<file path="src/rtl/sram_frame_reader.sv">
// sram_frame_reader: streams WORD_COUNT contiguous 32-bit words out of the
// SRAM frame buffer through the arbiter's R1 read port. Requests are issued
// only when a FIFO slot is reserved for the response, so no response is ever
// dropped.
module sram_frame_reader #(
  parameter int          WORD_COUNT = 240000,
  parameter logic [17:0] BASE_ADDR  = 18'h00000,
  parameter int          FIFO_DEPTH = 8
) (
  input  logic        clock,
  input  logic        reset,
  input  logic        start,
  output logic        start_ack,
  output logic        done,
  input  logic        done_ack,
  output logic [17:0] addr,
  output logic        addr_valid,
  input  logic        addr_ready,
  input  logic [31:0] data,
  input  logic        data_valid,
  output logic        data_ready,
  output logic [31:0] dout,
  output logic        dout_valid,
  input  logic        dout_ready,
  output logic        dout_last
);

  // Counters are one bit wider than an SRAM address so WORD_COUNT = 2^18 fits.
  localparam int            CW       = 19;
  localparam int            AW       = $clog2(FIFO_DEPTH);
  localparam logic [CW-1:0] WORDS    = CW'(WORD_COUNT);
  localparam logic [CW-1:0] LAST_IDX = CW'(WORD_COUNT - 1);
  localparam logic [CW-1:0] DEPTH    = CW'(FIFO_DEPTH);

  typedef enum logic [1:0] {IDLE, RUN, DONE} state_t;

  state_t        state, state_next;
  logic          start_fire;
  logic [CW-1:0] req_cnt;    // addresses accepted by the arbiter
  logic [CW-1:0] rsp_cnt;    // responses written into the FIFO
  logic [CW-1:0] out_cnt;    // words popped by the consumer
  logic [CW-1:0] in_flight;
  logic          addr_fire, push, pop, fifo_empty;
  logic [31:0]   mem [FIFO_DEPTH];

  // The low bits of the push/pop counts double as FIFO write/read pointers,
  // since both counters are cleared together at the start of every run.
  assign in_flight  = req_cnt - out_cnt;
  assign fifo_empty = (rsp_cnt == out_cnt);

  assign addr_valid = (state == RUN) && (req_cnt < WORDS) && (in_flight < DEPTH);
  assign addr       = BASE_ADDR + req_cnt[17:0];
  assign data_ready = (state == RUN);
  assign dout_valid = !fifo_empty;
  assign dout       = fifo_empty ? '0 : mem[out_cnt[AW-1:0]];
  assign dout_last  = dout_valid && (out_cnt == LAST_IDX);
  assign done       = (state == DONE);

  assign addr_fire = addr_valid && addr_ready;
  // A response with no outstanding request has no reserved slot; drop it.
  assign push      = data_valid && data_ready && (rsp_cnt != req_cnt);
  assign pop       = dout_valid && dout_ready;

  // Next-state decode for the IDLE/RUN/DONE run sequencer.
  always_comb begin
    // NOTE: every signal written here gets a default first, so no path
    // through the case leaves it unassigned and no latch is inferred.
    state_next = state;
    start_fire = 1'b0;
    unique case (state)
      IDLE: if (start) begin
        state_next = RUN;
        start_fire = 1'b1;
      end
      RUN:  if (pop && dout_last) state_next = DONE;
      DONE: if (done_ack) state_next = IDLE;
      default: state_next = IDLE;
    endcase
  end

  // State register and the one-cycle start acknowledge.
  always_ff @(posedge clock) begin
    // NOTE: sequential state uses non-blocking assignments so every register
    // samples pre-edge values regardless of process evaluation order.
    if (reset) begin
      state     <= IDLE;
      start_ack <= 1'b0;
    end else begin
      state     <= state_next;
      start_ack <= start_fire;
    end
  end

  // Request, response and output counters; cleared when a run is accepted.
  always_ff @(posedge clock) begin
    if (reset || start_fire) begin
      req_cnt <= '0;
      rsp_cnt <= '0;
      out_cnt <= '0;
    end else begin
      if (addr_fire) req_cnt <= req_cnt + CW'(1);
      if (push)      rsp_cnt <= rsp_cnt + CW'(1);
      if (pop)       out_cnt <= out_cnt + CW'(1);
    end
  end

  // Response storage.
  always_ff @(posedge clock) begin
    // NOTE: the storage array is deliberately not reset; emptiness comes
    // from the counters, and dout is forced to zero while the FIFO is empty.
    if (push) mem[rsp_cnt[AW-1:0]] <= data;
  end

`ifndef SYNTHESIS
  // A response arriving with nothing outstanding means the arbiter misbehaved.
  stray_response: assert property (@(posedge clock) disable iff (reset)
    (data_valid && data_ready) |-> (rsp_cnt != req_cnt));
`endif

endmodule
</file>
<file path="config.mk">
export PLATFORM = sky130hd
export DESIGN_NAME = sram_frame_reader
export DESIGN_NICKNAME = d
export VERILOG_FILES = /design/src/rtl/sram_frame_reader.sv
export SDC_FILE = /design/constraint.sdc
export NUM_CORES = 1
export LEC_CHECK = 0
export ABC_AREA = 1
export ABC_CLOCK_PERIOD_IN_PS = 5200
export CAP_MARGIN = 5
export CORE_ASPECT_RATIO = 0.5
export CORE_MARGIN = 1.5
export CORE_UTILIZATION = 51
export CTS_CLUSTER_SIZE = 12
export DETAILED_ROUTE_END_ITERATION = 6
export DONT_BUFFER_PORTS = 1
export PLACE_DENSITY = 0.7
export SLEW_MARGIN = 20
export SYNTH_ARGS = -nofsm -noshare
export SYNTH_HDL_FRONTEND = slang
export SYNTH_SLANG_ARGS = --single-unit
</file>
<file path="constraint.sdc">
create_clock -name clock -period 5.2 [get_ports clock]
set_input_delay 0.52 -clock clock [delete_from_list [all_inputs] [get_ports clock]]
set_output_delay 0.52 -clock clock [all_outputs]
set_load 0.05 [all_outputs]
</file>
==> flow_summary.yaml, run 1 <==
detailed_routing:
  firstDrtPassIters: 5
  avgViaCountPerCell: 5.714
  drc_errors: 0
  post_drt_wl_per_cell_um: 18.99
  postRouteAntennaNets: 0
  drtIter0Drc: 974
  vias: 11439
  drt-total-wl_mm: 38.02
synthesis:
  syn-cell-area_um2: 15410
  synth.largest_area_cell: "edfxtp_1"
  syn_nets: 1706
  syn-mean-instance-area_um2: 9.354
  synthCells: 1647
  async_flop_share: 0
  synth-edff-count: 256
  yosys-top-cells-area: "edfxtp_1 50%, nand2_1 11%, dfxtp_1 8.2%, nor2_1 3.6%, a21oi_1 3.5%"
  synth.cells.most_frequent: "469 x nand2_1, 256 x edfxtp_1, 147 x nor2_1"
  yosysMostFrequentCell: "nand2_1"
  netlist.area_leader.share: 0.4990
  yosysSeqAreaShare: 0.5808
  yosysWarnings: 0
  ys.flop_type: "edfxtp_1"
  yosysUniqueCellTypes: 38
  ys_ff_latch: 319
floorplanning:
  core_um2: 29340
  die_w_um: 248.8
  pin_count: 95
  die_h_um: 125.9
  die_area_um2: 31320
  rows: 44
  initial_core_util: 0.5250
cells_and_area:
  utilization: 0.5651
  area_growth_pct: 7.626
  diodes: 0
  layout.cells.non_filler: 2002
  final_nets: 1660
  multi_input_area_um2: 5534
  fillCellCount: 2556
  register_area_um2: 8957
  drive_above_1_share: 0.07076
  finalInstanceArea_um2: 16580
clock_tree:
  cts_setup_buffers: 0
  cts_buffers: 31
  cts_tree: "built"
  postCtsHoldBufs: 1
  cts_root_buf: "clkbuf_16"
  clockBufferDepth: 3
  cts_resized: 0
  numClockSinks: 319
  clk_pin_slew_ns: 0.07
  clock_latency_ns: 0.58
  htreeDepth: 1
timing:
  worst_slack_ns: 0.9607
  fmax_ghz: 0.2359
  finalClockSkew_ns: 0.02446
  slew_headroom: 0.3430
  finalCriticalPeriod_ns: 4.239
  slew_viol_final: 0
  setup_violations: 0
  whs_ns: 0.03608
  finalSetupTns_ns: 0
  rsz0062_at_grt: "false"
  fin_crit_sh: 0.8153
  hold_viol: 0
  tightest_slew_ns: 0.9818
pwr:
  cellPowerDensity_nw_per_um2: 313.0
  p_clk_frac: 0.407
  comb_power_share: 0.058
  sequentialPowerShare: 0.535
  p_leak_nw: 6.168
  power.switching_mw: 1.159
  peakVddDrop_v: 0.0002368
  swShare: 0.2234
  total_power_mw: 5.189
  power.internal_mw: 4.030
critical_path:
  path_class: "flop to primary output"
  path_max_fanout: 8
  crit_path_end_kind: "primary output"
  cp_slowest_cell: "dfxtp_1"
  crit_path_start_kind: "flop"
  r2r_slack_ns: 1.61
  r2r_end: "mem[4][15]"
  worstPathCellList: "ha_1 -> a21oi_1 -> nand2_1 -> a21oi_4 -> nand2_1 -> nand2_1 -> nand3_1 -> nor2_1 -> nand3b_1 -> nor2_1"
  r2r-start: "req_cnt[2]"
  cp_common_cell: "nand2_1"
  arrival_ns: 3.72
  cp_data_required_time_ns: 4.68
  worstRegToRegCells: 8
  slowest_delay_ns: 0.80
global_route:
  grt-ovfl-total: 0
  grt_pass1_wl_mm: 59.70
  antenna_found_initial: 1
  grt_max_degree: 90
  grt_pass1_vias: 10931
  track_usage: 0.2405
place:
  io_buffers: 0
  placed_cells: 1958
  dp_slack_ns: 1.431
  place_hpwl_mm: 24.68
  gp_congestion: 0.9709
  placed_area_um2: 15670
worst_hold_path:
  worstHoldStart: "data[1]"
  whs_endpoint: "mem[1][1]"
  hold_path_depth: 0
  min_path_type: "input pin to flop"
run_status:
  status: "complete, no violations"
flow_run:
  maxCapViolations: 0
[logic make-up (layout without fill, tap and decap cells)]
group	after synthesis	after routing	share of synthesized area
XOR/XNOR	47	47	0.02672
AO/OA/AOI/OAI	232	232	0.09535
flip-flops	319	319	0.5808
buffers and inverters	240	204	0.06432
AND/OR/NAND/NOR	789	789	0.2165
adder cells (fa/ha/maj)	20	20	0.01624
[layer usage]
layer	vias up	GRT usage	share of wire	wire, µm
li1	5489	-	-	-
met1	5484	0.3267	0.43	16380
met2	399	0.4020	0.47	18030
met3	67	0.03803	0.069	2606
met4	0	0.07109	0.026	1005
met5	-	0	0	0
[flip-flops by register name, indices dropped and copies added (netlist names), named ones only]
name       flops
mem          256
out_cnt       19
req_cnt       19
rsp_cnt       19
start_ack      1
state          2
[power by group through the flow]
stage / clock network (mW) / registers, mW / logic [mW]
after CTS: 2.15 / 2.78 / 0.299
final: 2.11 / 2.78 / 0.299
after detailed placement: 0 / 2.83 / 0.297
after global placement: 0 / 2.83 / 0.292
after global routing: 2.24 / 2.78 / 0.331
after floorplan: 0 / 2.82 / 0.251
[cell usage in the layout, fill, tap and decap left out, drive strengths merged]
cell type	n
nand4	39
nand3	56
o21ai	53
a32o	32
nor4	7
ha	20
clkinv	2
a31oi	3
bufinv	2
a21oi	110
a211oi	1
nand2	489
a32oi	32
nor2	157
xor2	25
xnor2	22
inv	141
o21a	1
dlygate4sd3	1
dfxtp	63
nor3	34
edfxtp	256
buf	19
and3	2
nor3b	1
clkbuf	39
nand3b	4
[critical path, delay by kind of cell (launching register included)]
| kind | cells | cell delay (ns) |
|---|---|---|
| AOI/OAI and AO/OA | 2 | 0.47 |
| adders and majority gates | 1 | 0.43 |
| DFF | 1 | 0.80 |
| and+or+nand+nor | 7 | 1.43 |
[worst max path at each step]
stage | from | to | slack (ns) | cells past startpoint
2_1_floorplan | state[0] | mem[0][0] | 1.71 | 8
3_3_place_gp | rsp_cnt[1] | dout[15] | 1.46 | 9
3_5_place_dp | rsp_cnt[1] | dout[15] | 1.43 | 9
4_1_cts | rsp_cnt[1] | dout[15] | 0.81 | 9
5_1_grt | req_cnt[7] | addr_valid | 0.74 | 11
6_report | req_cnt[13] | addr_valid | 0.96 | 10
[final cells by class]
| cell class | count | share of cell area |
|---|---|---|
| clock buffers | 39 | 0.04920 |
| repair buffers | 20 | 0.009961 |
| inverters | 141 | 0.03200 |
| well taps | 391 | 0.02950 |
| clock inverters | 4 | 0.005358 |
| flip-flops and latches | 319 | 0.5402 |
| multi-input cells | 1088 | 0.3338 |
No activity file was read; power rests on OpenSTA's default activity.
==> run 2, diff against run 1 <==
ABC_CLOCK_PERIOD_IN_PS = 4300   (was 5200)
clock period = 4.3 ns   (was 5.2 ns; I/O delays follow)
==> run 2 against run 1 <==
Effect of this change:
- clock power rose by 15%
- core utilization rose by 2.0 points
- clock skew fell by 0.012 ns
- final area rose by 3.6%
- setup slack got worse by 0.37 ns
- non-clock buffer count rose by 74
- total power rose by 20%
- combinational power rose by 45%
- critical endpoint is now dout[21]
- highest routed layer unchanged
==> flow_summary.yaml, run 2 (synthesis gave the netlist of run 1 again) <==
detailed_routing:
  drtIter0Drc: 931
  vias: 11750
  post_drt_wl_per_cell_um: 18.43
  postRouteAntennaNets: 0
  drt-total-wl_mm: 38.34
  drc_errors: 0
  avgViaCountPerCell: 5.649
  firstDrtPassIters: 5
clock_tree:
  htreeDepth: 1
  clockBufferDepth: 3
  cts_buffers: 31
  cts_tree: "built"
  numClockSinks: 319
  cts_root_buf: "clkbuf_16"
  cts_resized: 0
  clk_pin_slew_ns: 0.06
  clock_latency_ns: 0.59
global_route:
  grt_busiest_layer: "met2"
  grt_pass1_vias: 11236
  grt_use_met2: 0.4162
  grt_max_degree: 72
  grt_use_met3: 0.04258
  grt_pass1_wl_mm: 59.61
  grt-ovfl-total: 0
  met1_usage: 0.3145
  antenna_found_initial: 2
  track_usage: 0.2402
timing:
  finalCriticalPeriod_ns: 3.709
  fin_crit_sh: 0.8626
  tightest_slew_ns: 0.9606
  finalSetupTns_ns: 0
  rsz0062_at_grt: "false"
  finalClockSkew_ns: 0.01198
  slew_viol_final: 0
  setup_violations: 0
  hold_viol: 0
  worst_slack_ns: 0.5909
  fmax_ghz: 0.2696
  slew_headroom: 0.3573
critical_path:
  path_class: "flop to primary output"
  path_max_fanout: 33
  crit_path_end_kind: "primary output"
  crit_path_start_kind: "flop"
  arrival_ns: 3.28
  cp_data_required_time_ns: 3.87
worst_hold_path:
  min_path_type: "input pin to flop"
floorplanning:
  core_um2: 29340
  die_area_um2: 31320
  die_h_um: 125.9
  pin_count: 95
  initial_core_util: 0.5250
  die_w_um: 248.8
  rows: 44
cells_and_area:
  area_growth_pct: 11.51
  layout.cells.most_common_list: "469 x nand2_1, 256 x edfxtp_1, 138 x nor2_1"
  final_nets: 1734
  layout.cells.non_filler: 2080
  layout_commonest_cell: "nand2_1"
  drive_above_1_share: 0.09005
  largest_reg_flops: 256
place:
  dp_slack_ns: 1.076
  gp_congestion: 0.9410
  placed_cells: 1999
  io_buffers: 0
  place_hpwl_mm: 24.57
pwr:
  cellPowerDensity_nw_per_um2: 362.1
  peakVddDrop_v: 0.0003409
  p_leak_nw: 6.496
  total_power_mw: 6.220
flow_run:
  maxCapViolations: 0
run_status:
  status: "complete, no violations"
==> run 2: metrics by stage <==
stage	hold WS, ns	utilization	instance area, µm²
CTS	0.01074	0.5854	17180
finish	0.03025	0.5855	17180
global placement	0.4943	0.5444	15970
global route	0.04906	0.5855	17180
detailed placement	0.5051	0.5444	15970
floorplan	0.4673	-	15410
==> run 2: report_power, final <==
part	switching, mW	internal, mW	leakage [nW]
registers	0.0187	3.34	2.81
clock network	1.11	1.32	0.414
logic	0.303	0.131	3.27
==> run 2: final timing paths <==
kind	startpoint	end	slack, ns	cells after the start
worst max register to register	req_cnt[10]	req_cnt[10]	1.08	16
worst min-delay path	addr_ready	req_cnt[3]	0.03	3
worst min register to register	out_cnt[17]	out_cnt[17]	0.53	2
worst max-delay path	rsp_cnt[0]	dout[21]	0.59	11
==> run 2: what timing repair did <==
item / CTS / global route
setup buffers: 0 / 0
endpoints found under the hold margin: 260 / 0
hold buffers: 34 / 0
==> run 2: per-layer routing <==
layer,wire [µm],vias to the layer above
li1,-,5654
met2,18810,359
met3,2310,77
met1,16370,5660
met4,843,0
met5,0,-
==> run 2: cell type report <==
| class | count | area (µm²) |
|---|---|---|
| multi-input cells | 1088 | 5534 |
| diodes | 1 | 2.502 |
| clock inverters | 5 | 38.79 |
| clock buffers | 41 | 823.3 |
| inverters | 141 | 530.5 |
| flip-flops and latches | 319 | 8957 |
| fillers | 2475 | 12160 |
| well taps | 391 | 489.2 |
| repair buffers | 94 | 803.3 |
==> run 2: worst max-delay path, cell delays in order (launching register included) <==
cell and delay (ns):
dfxtp_1 0.51, inv_1 0.21, nand2_1 0.10, nand2_1 0.05, a21oi_1 0.11, nand2_1 0.06
nor2_1 0.11, nand3_1 0.52, inv_1 0.17, buf_4 0.44, nor2_1 0.15, buf_4 0.22
